File: src/rtl/rst_seq.sv
// Multi-channel reset sequencer: holds all domains in reset, then releases the
// active-low channel resets in a fixed staggered order with enable masking.
module rst_seq #(
    parameter int N_CH      = 4,
    parameter int PULSE_CYC = 16,
    parameter int STAGE_DLY = 8,
    parameter int CNT_W     = 8
) (
    input  logic            Clk,
    input  logic            Rst,
    input  logic            SwRst,
    input  logic [N_CH-1:0] ChEn,
    output logic [N_CH-1:0] Rst_n,
    output logic            Busy,
    output logic            Done
);

    localparam int IDX_W = (N_CH < 2) ? 1 : $clog2(N_CH + 1);
    localparam logic [CNT_W-1:0] PULSE_LAST = CNT_W'(PULSE_CYC - 1);
    localparam logic [CNT_W-1:0] STAGE_LAST = CNT_W'(STAGE_DLY - 1);
    localparam logic [IDX_W-1:0] IDX_LAST   = IDX_W'(N_CH - 1);

    // Counter must hold the longest interval without wrapping.
    if (((2 ** CNT_W) <= PULSE_CYC) || ((2 ** CNT_W) <= STAGE_DLY)) begin : g_bad_cnt_w
        $error("rst_seq: CNT_W too small for PULSE_CYC/STAGE_DLY");
    end
    if ((N_CH < 1) || (PULSE_CYC < 1) || (STAGE_DLY < 1)) begin : g_bad_param
        $error("rst_seq: N_CH, PULSE_CYC and STAGE_DLY must be >= 1");
    end

    typedef enum logic [1:0] {
        ST_ASSERT  = 2'd0,
        ST_RELEASE = 2'd1,
        ST_IDLE    = 2'd2
    } state_t;

    state_t             state_r, state_s;
    logic [CNT_W-1:0]   cnt_r,   cnt_s;
    logic [IDX_W-1:0]   idx_r,   idx_s;
    logic [N_CH-1:0]    rst_n_r, rst_n_s;
    logic               busy_r,  busy_s;
    logic               done_r,  done_s;

    // State and output registers, cleared asynchronously by the system reset.
    always_ff @(posedge Clk or posedge Rst) begin
        if (Rst) begin
            state_r <= ST_ASSERT;
            cnt_r   <= '0;
            idx_r   <= '0;
            rst_n_r <= '0;
            busy_r  <= 1'b1;
            done_r  <= 1'b0;
        end else begin
            state_r <= state_s;
            cnt_r   <= cnt_s;
            idx_r   <= idx_s;
            rst_n_r <= rst_n_s;
            busy_r  <= busy_s;
            done_r  <= done_s;
        end
    end

    // Next-state logic; the software request overrides every transition.
    always_comb begin
        state_s = state_r;
        cnt_s   = cnt_r;
        idx_s   = idx_r;
        rst_n_s = rst_n_r;
        busy_s  = busy_r;
        done_s  = 1'b0;
        if (SwRst) begin
            state_s = ST_ASSERT;
            cnt_s   = '0;
            idx_s   = '0;
            rst_n_s = '0;
            busy_s  = 1'b1;
        end else begin
            case (state_r)
                ST_ASSERT: begin
                    rst_n_s = '0;
                    busy_s  = 1'b1;
                    if (cnt_r == PULSE_LAST) begin
                        rst_n_s[0] = ChEn[0];
                        idx_s      = IDX_W'(1);
                        cnt_s      = '0;
                        if (N_CH == 1) begin
                            state_s = ST_IDLE;
                            busy_s  = 1'b0;
                            done_s  = 1'b1;
                        end else begin
                            state_s = ST_RELEASE;
                        end
                    end else begin
                        cnt_s = cnt_r + CNT_W'(1);
                    end
                end
                ST_RELEASE: begin
                    // Released channels follow their enable; a masked channel still uses its slot.
                    for (int k = 0; k < N_CH; k++) begin
                        if ((k < int'(idx_r)) ||
                            ((k == int'(idx_r)) && (cnt_r == STAGE_LAST))) begin
                            rst_n_s[k] = ChEn[k];
                        end else begin
                            rst_n_s[k] = 1'b0;
                        end
                    end
                    if (cnt_r == STAGE_LAST) begin
                        cnt_s = '0;
                        idx_s = idx_r + IDX_W'(1);
                        if (idx_r == IDX_LAST) begin
                            state_s = ST_IDLE;
                            busy_s  = 1'b0;
                            done_s  = 1'b1;
                        end else begin
                            state_s = ST_RELEASE;
                        end
                    end else begin
                        cnt_s = cnt_r + CNT_W'(1);
                    end
                end
                ST_IDLE: begin
                    rst_n_s = ChEn;
                    busy_s  = 1'b0;
                end
                default: begin
                    state_s = ST_ASSERT;
                    cnt_s   = '0;
                    idx_s   = '0;
                    rst_n_s = '0;
                    busy_s  = 1'b1;
                end
            endcase
        end
    end

    assign Rst_n = rst_n_r;
    assign Busy  = busy_r;
    assign Done  = done_r;

endmodule

File: config.mk
export PLATFORM = sky130hd
export DESIGN_NAME = rst_seq
export DESIGN_NICKNAME = d
export VERILOG_FILES = /design/src/rtl/rst_seq.sv
export SDC_FILE = /design/constraint.sdc
export NUM_CORES = 1
export LEC_CHECK = 0
export CORE_AREA = 2 2 54 56
export CTS_BUF_LIST = sky130_fd_sc_hd__clkbuf_4 sky130_fd_sc_hd__clkbuf_8
export CTS_CLUSTER_SIZE = 24
export DETAILED_ROUTE_END_ITERATION = 16
export DIE_AREA = 0 0 56 58
export HOLD_SLACK_MARGIN = 0.12
export PLACE_DENSITY_LB_ADDON = 0.3
export SYNTH_ARGS = -nofsm -noshare
export SYNTH_HDL_FRONTEND = slang
export SYNTH_SLANG_ARGS = --single-unit
File: constraint.sdc
create_clock -name Clk -period 2.2 [get_ports Clk]
set_input_delay 0.44 -clock Clk [delete_from_list [all_inputs] [get_ports Clk]]
set_output_delay 0.44 -clock Clk [all_outputs]
set_load 0.05 [all_outputs]
==> impl_metrics.py <==
metrics = {
    "cts": {
        "numCtsBuffers": 3,
        "clk_pin_slew_worst_paths_ps": 110,
        "cts.sinks": 19,
        "cts_hold_buf": 0,
        "cts_setup_buffers": 0,
        "clk_latency_ps": 300,
        "clk_path_buf_depth": 2,
        "tritoncts": "done",
        "post_cts_resized": 0,
        "cts_root_buf": "clkbuf_4",
        "cts-htree-levels": 1,
    },
    "sta": {
        "max-slew-margin-rel_pct": 66.5,
        "worst_hold_slack_ps": 446,
        "skew_ps": 2.20,
        "rsz0062_at_grt": "no",
        "worst_slack_ps": 97.4,
        "final.min_clock_period_ps": 2100,
        "report.final.slew_viol_count": 0,
        "worst_pin_slew_ps": 500,
        "max_freq_ghz": 0.476,
        "hold_viol": 0,
        "fin_crit_sh_pct": 95.6,
        "setup_viol": 0,
        "final.setup.tns_ps": 0,
    },
    "power_and_ir_drop": {
        "ir_drop_mv": 0.263,
        "finalPower_uw": 669,
        "leakage_uw": 0.000569,
        "power_frac_clock_pct": 28.6,
        "powerDensity_nw_per_um2": 491,
        "p_switching_uw": 179,
        "p_int_uw": 490,
        "switching_share_pct": 26.7,
        "seqPwrFrac_pct": 55.3,
        "p_comb_share_pct": 16.1,
    },
    "die": {
        "die_height_um": 58,
        "pin_count": 13,
        "die_area_um2": 3250,
        "start_util_pct": 43.5,
        "die_x_um": 56,
        "core_area_um2": 2660,
        "rows": 19,
    },
    "route": {
        "dr_wl_met2_um": 1040,
        "wl_met1_um": 1150,
        "route.detailed.wl_per_inst_um": 13.4,
        "vias": 964,
        "top_layer": "met4",
        "via_per_inst": 5.45,
        "drtPass1Iterations": 4,
        "wl_um": 2360,
        "drtIter0Drc": 28,
        "met3_wirelength_um": 116,
        "drc": 0,
        "ant_nets": 0,
    },
    "yosys": {
        "ys_types": 38,
        "syn-num-nets": 146,
        "ys_seq_elements": 19,
        "synth_area_um2": 1160,
        "synth_ff_type": "dfrtp_1",
        "avgSynthCellArea_um2": 8.97,
        "synthArstFlopShare_pct": 100,
        "synth_edf_count": 0,
        "synth-warning-count": 0,
        "ys_seq_area_share_pct": 41.2,
        "syn_inst": 129,
    },
    "global_route": {
        "grt_pass1_wl_um": 4210,
        "overflow": 0,
        "antenna_found_initial": 0,
        "grt_max_degree": 20,
        "grt_use_total_pct": 16.3,
        "grt_pass1_vias": 946,
    },
    "run": {
        "maxCapViolCount": 0,
    },
    "placement": {
        "dpl.hpwl_um": 1760,
        "place_ws_ps": 241,
        "port_buffers": 12,
        "dp_cells": 173,
        "gp_congestion": 0.862,
    },
    "worst_setup_path": {
        "critPathMaxStageDelay_ps": 800,
        "path_buf_inv": 1,
        "crit_chain": "clkdlybuf4s50_1",
        "cp-end-kind": "output port",
        "r2r-end": "state_r[1]",
        "worst-r2r-cell-count": 5,
        "cp.required_ps": 1760,
        "r2r-start": "cnt_r[0]",
        "cp-startpoint": "Busy",
        "critPathTopFamily": "buffers and inverters",
        "cp.arrival_ps": 1660,
        "worstSetupStartpointType": "flip-flop",
        "critical_path_class": "flip-flop to output port",
        "cp_max_fo": 2,
        "r2r_setup_slack_ps": 200,
        "slowest_stage": "clkdlybuf4s50_1",
    },
    "finish": {
        "final_cell_mix": "dfrtp_1 (18), nand2_1 (18), nor2_1 (12), clkdlybuf4s50_1 (12)",
        "antenna_cells": 0,
        "drive_gt1_share_pct": 7.53,
        "final_cells": 177,
        "synthToLayoutAreaGrowth_pct": 17.8,
        "layout.nets": 164,
    },
    "hold_path": {
        "hp-class": "primary input to asynchronous set/reset pin",
    },
    "outcome": {
        "status": "complete, no violations",
    },
}
## registers in the layout (all words and copies together), names as in the netlist
name,flops
Busy,1
Done,1
Rst_n,4
cnt_r,8
idx_r,3
state_r,2
## Yosys cell counts (all sizes together) (2+ instances only)
master	number	area share, %
nor3	5	2.2
inv	10	3.2
nor4	2	1.1
mux2i	2	1.7
clkbuf	3	0.97
xnor2	2	1.5
buf	2	1.4
nand2	18	5.8
dfrtp	18	39
o211ai	4	2.6
nand3	4	1.7
o21ai	6	2.6
a21oi	6	2.6
nor2b	2	1.1
nor2	12	3.9
a31oi	4	2.2
ha	10	11
## power groups by stage
| stage | clock [uW] | combinational, uW | sequential, uW |
|---|---|---|---|
| after detailed placement | 0 | 107 | 376 |
| final | 191 | 108 | 370 |
| after floorplan | 0 | 60.4 | 381 |
| after global routing | 211 | 121 | 371 |
| after CTS | 197 | 109 | 370 |
| after global placement | 0 | 105 | 376 |
## worst max path at each step
| stage | depth (start not counted) | slack, ps | end |
|---|---|---|---|
| global placement | 5 | 240 | state_r[1] |
| CTS | 1 | 100 | Busy |
| global route | 1 | 70 | Busy |
| finish | 1 | 100 | Busy |
| detailed placement | 5 | 240 | state_r[1] |
| floorplan | 7 | 400 | cnt_r[4] |
## layer usage
layer | vias to the layer above | GRT usage (%)
met5 | - | 0
met4 | 0 | 5.10
met3 | 7 | 3.35
met2 | 23 | 26.2
met1 | 445 | 22.3
li1 | 489 | -
## logic make-up (layout without fill, tap and decap cells)
group	Yosys count	count (layout)	share of synthesized area (%)
adder cells (fa/ha/maj)	10	10	10.8
AO/OA/AOI/OAI	31	31	17.8
flip-flops	19	19	41.2
AND/OR/NAND/NOR	49	49	20.3
buffers and inverters	15	32	5.62
multiplexers	3	3	2.70
XOR/XNOR	2	2	1.51
## metrics by stage
stage / utilization, % / area (um2)
2_1_floorplan: - / 1160
3_3_place_gp: 50.1 / 1330
3_5_place_dp: 50.1 / 1330
4_1_cts: 51.2 / 1360
5_1_grt: 51.2 / 1360
6_report: 51.2 / 1360
## area by class of cell
type	count	area (um2)
fillers	261	1300
multi-input cells	95	616
flip-flops and latches	19	477
repair buffers	18	165
well taps	31	38.8
inverters	10	37.5
clock buffers	4	30.0
Power figures use the tool's default switching activity.
==> patch, RTL diff (same flow settings) <==
Remove the register `done_r`: a continuous assignment takes its place, so the output `Done` follows one clock earlier.
--- a/src/rtl/rst_seq.sv
+++ b/src/rtl/rst_seq.sv
@@ -50,5 +50,4 @@
             rst_n_r <= '0;
             busy_r  <= 1'b1;
-            done_r  <= 1'b0;
         end else begin
             state_r <= state_s;
@@ -57,7 +56,8 @@
             rst_n_r <= rst_n_s;
             busy_r  <= busy_s;
-            done_r  <= done_s;
         end
     end
+
+    assign done_r = done_s;
 
     // Next-state logic; the software request overrides every transition.
Behaviour: no difference found for any inputs over 10 cycles, from zero or initial values and one cycle with Rst high; that may be too few to reach the edited logic, so the function may still have changed.
==> patch against the unedited design <==
- worst setup slack improved by 0.010 ns
- power increased by 0.58%
- hold slack improved by 0.094 ns
- routed wire length increased by 7.1%
- final area increased by 3.2%
- synthesized area increased by 0.11%
- sequential cell count decreased by 1
- fmax increased by 0.49%
- sequential share of layout area decreased by 2.9 points
- final cell count decreased by 1.7%
- non-clock buffer count unchanged
==> patch: results (changes against the unedited design) <==
grt:
  grt_usage_pct: 16.52  # +0.19 points
  grt_use_met2_pct: 28.07  # +1.8 points
  grtUsageMet1_pct: 21.07  # -1.3 points
  grt_first_pass_wirelength_microns: 4160  # -1.2%
  grt_use_met3_pct: 2.455  # -0.89 points
  grt_pass1_vias: 930  # -1.7%
  grt_start_max_net_pins: 19  # -5.0%
place:
  dpl_cell_area_sq_mm: 0.001344  # +0.75%
  dp_hpwl_microns: 1870  # +6.4%
  place_congestion: 0.8765  # +1.7%
final_layout:
  clk_share_pct: 2.578  # +0.38 points
  n_all_inverters: 8  # -2
  sh_seq_area_pct: 32.09  # -2.9 points
  final_nets: 161  # -1.8%
  drive_above_1_share_pct: 13.99  # +6.5 points
setup_path:
  r2r-start: "state_r[0]$_DFFE_PP0P_"
  crit_slowest_cell: "dfrtp_1"
  critPathMaxFanout: 10  # +8
  crit_family: "simple AND/OR/NAND/NOR gates"
  r2r_cells: 6  # +1
synth:
  synthXorXnorAreaFrac_pct: 1.512  # -0.0016 points
  synth_fa_ha_area_share_pct: 10.80  # -0.012 points
  synth-seq-cells: 18  # -1
  syn_nets: 143  # -2.1%
  ys_top_cells_by_area: "dfrtp_1 37%, ha_1 11%, nand2_1 6.2%"
  synthTopCellsByCount: "19 x nand2_1, 17 x dfrtp_1, 10 x ha_1"
  netlist_instances: 126  # -2.3%
  ys_seq_area_share_pct: 38.98  # -2.2 points
route:
  route.met2.wl_microns: 1247  # +19%
  vias: 941  # -2.4%
  dr_wl_met3_microns: 84  # -28%
  vias_per_cell: 5.408  # -0.70%
  totalWireLength_microns: 2532  # +7.1%
status:
  status: "complete, no violations"
timing:
  finalClockSkew_ns: 0.004084  # +0.001882 ns
  hold_ws_ns: 0.5402  # +0.09371 ns
  period_share_pct: 95.11  # -0.46 points
power_and_ir_drop:
  pwr-share-seq_pct: 52.4  # -2.9 points
  p_switching_mw: 0.1813  # +1.3%
  ir_drop_mv: 0.3642  # +38%
clocking:
  cts_resized: 2  # +2
==> patch: changes by cell type after synthesis, moves of 2 or more <==
cell      before  now
nor2_1        12    9
o211ai_1       4    1
and2_1         0    2
nand2b_1       0    4
o21ai_1        2    0
o32ai_1        0    2
inv_1         10    8
==> patch: worst max path at each step <==
| stage | startpoint | endpoint |
|---|---|---|
| after floorplan | cnt_r[0]$_DFFE_PP0P_ | Done |
| after global placement | SwRst | Done |
| after detailed placement | SwRst | cnt_r[7]$_DFFE_PP0P_ |
| after CTS | cnt_r[0]$_DFFE_PP0P_ | Done |
| after global routing | cnt_r[1]$_DFFE_PP0P_ | Done |
| final | state_r[1]$_DFFE_PP0P_ | Done |
==> patch: through the flow <==
stage	utilization [%]	power (mW)
final	52.87	0.6730
after global routing	52.87	0.7068
after CTS	52.02	0.6777
after floorplan	-	0.4258
after global placement	50.47	0.4583
after detailed placement	50.47	0.4604
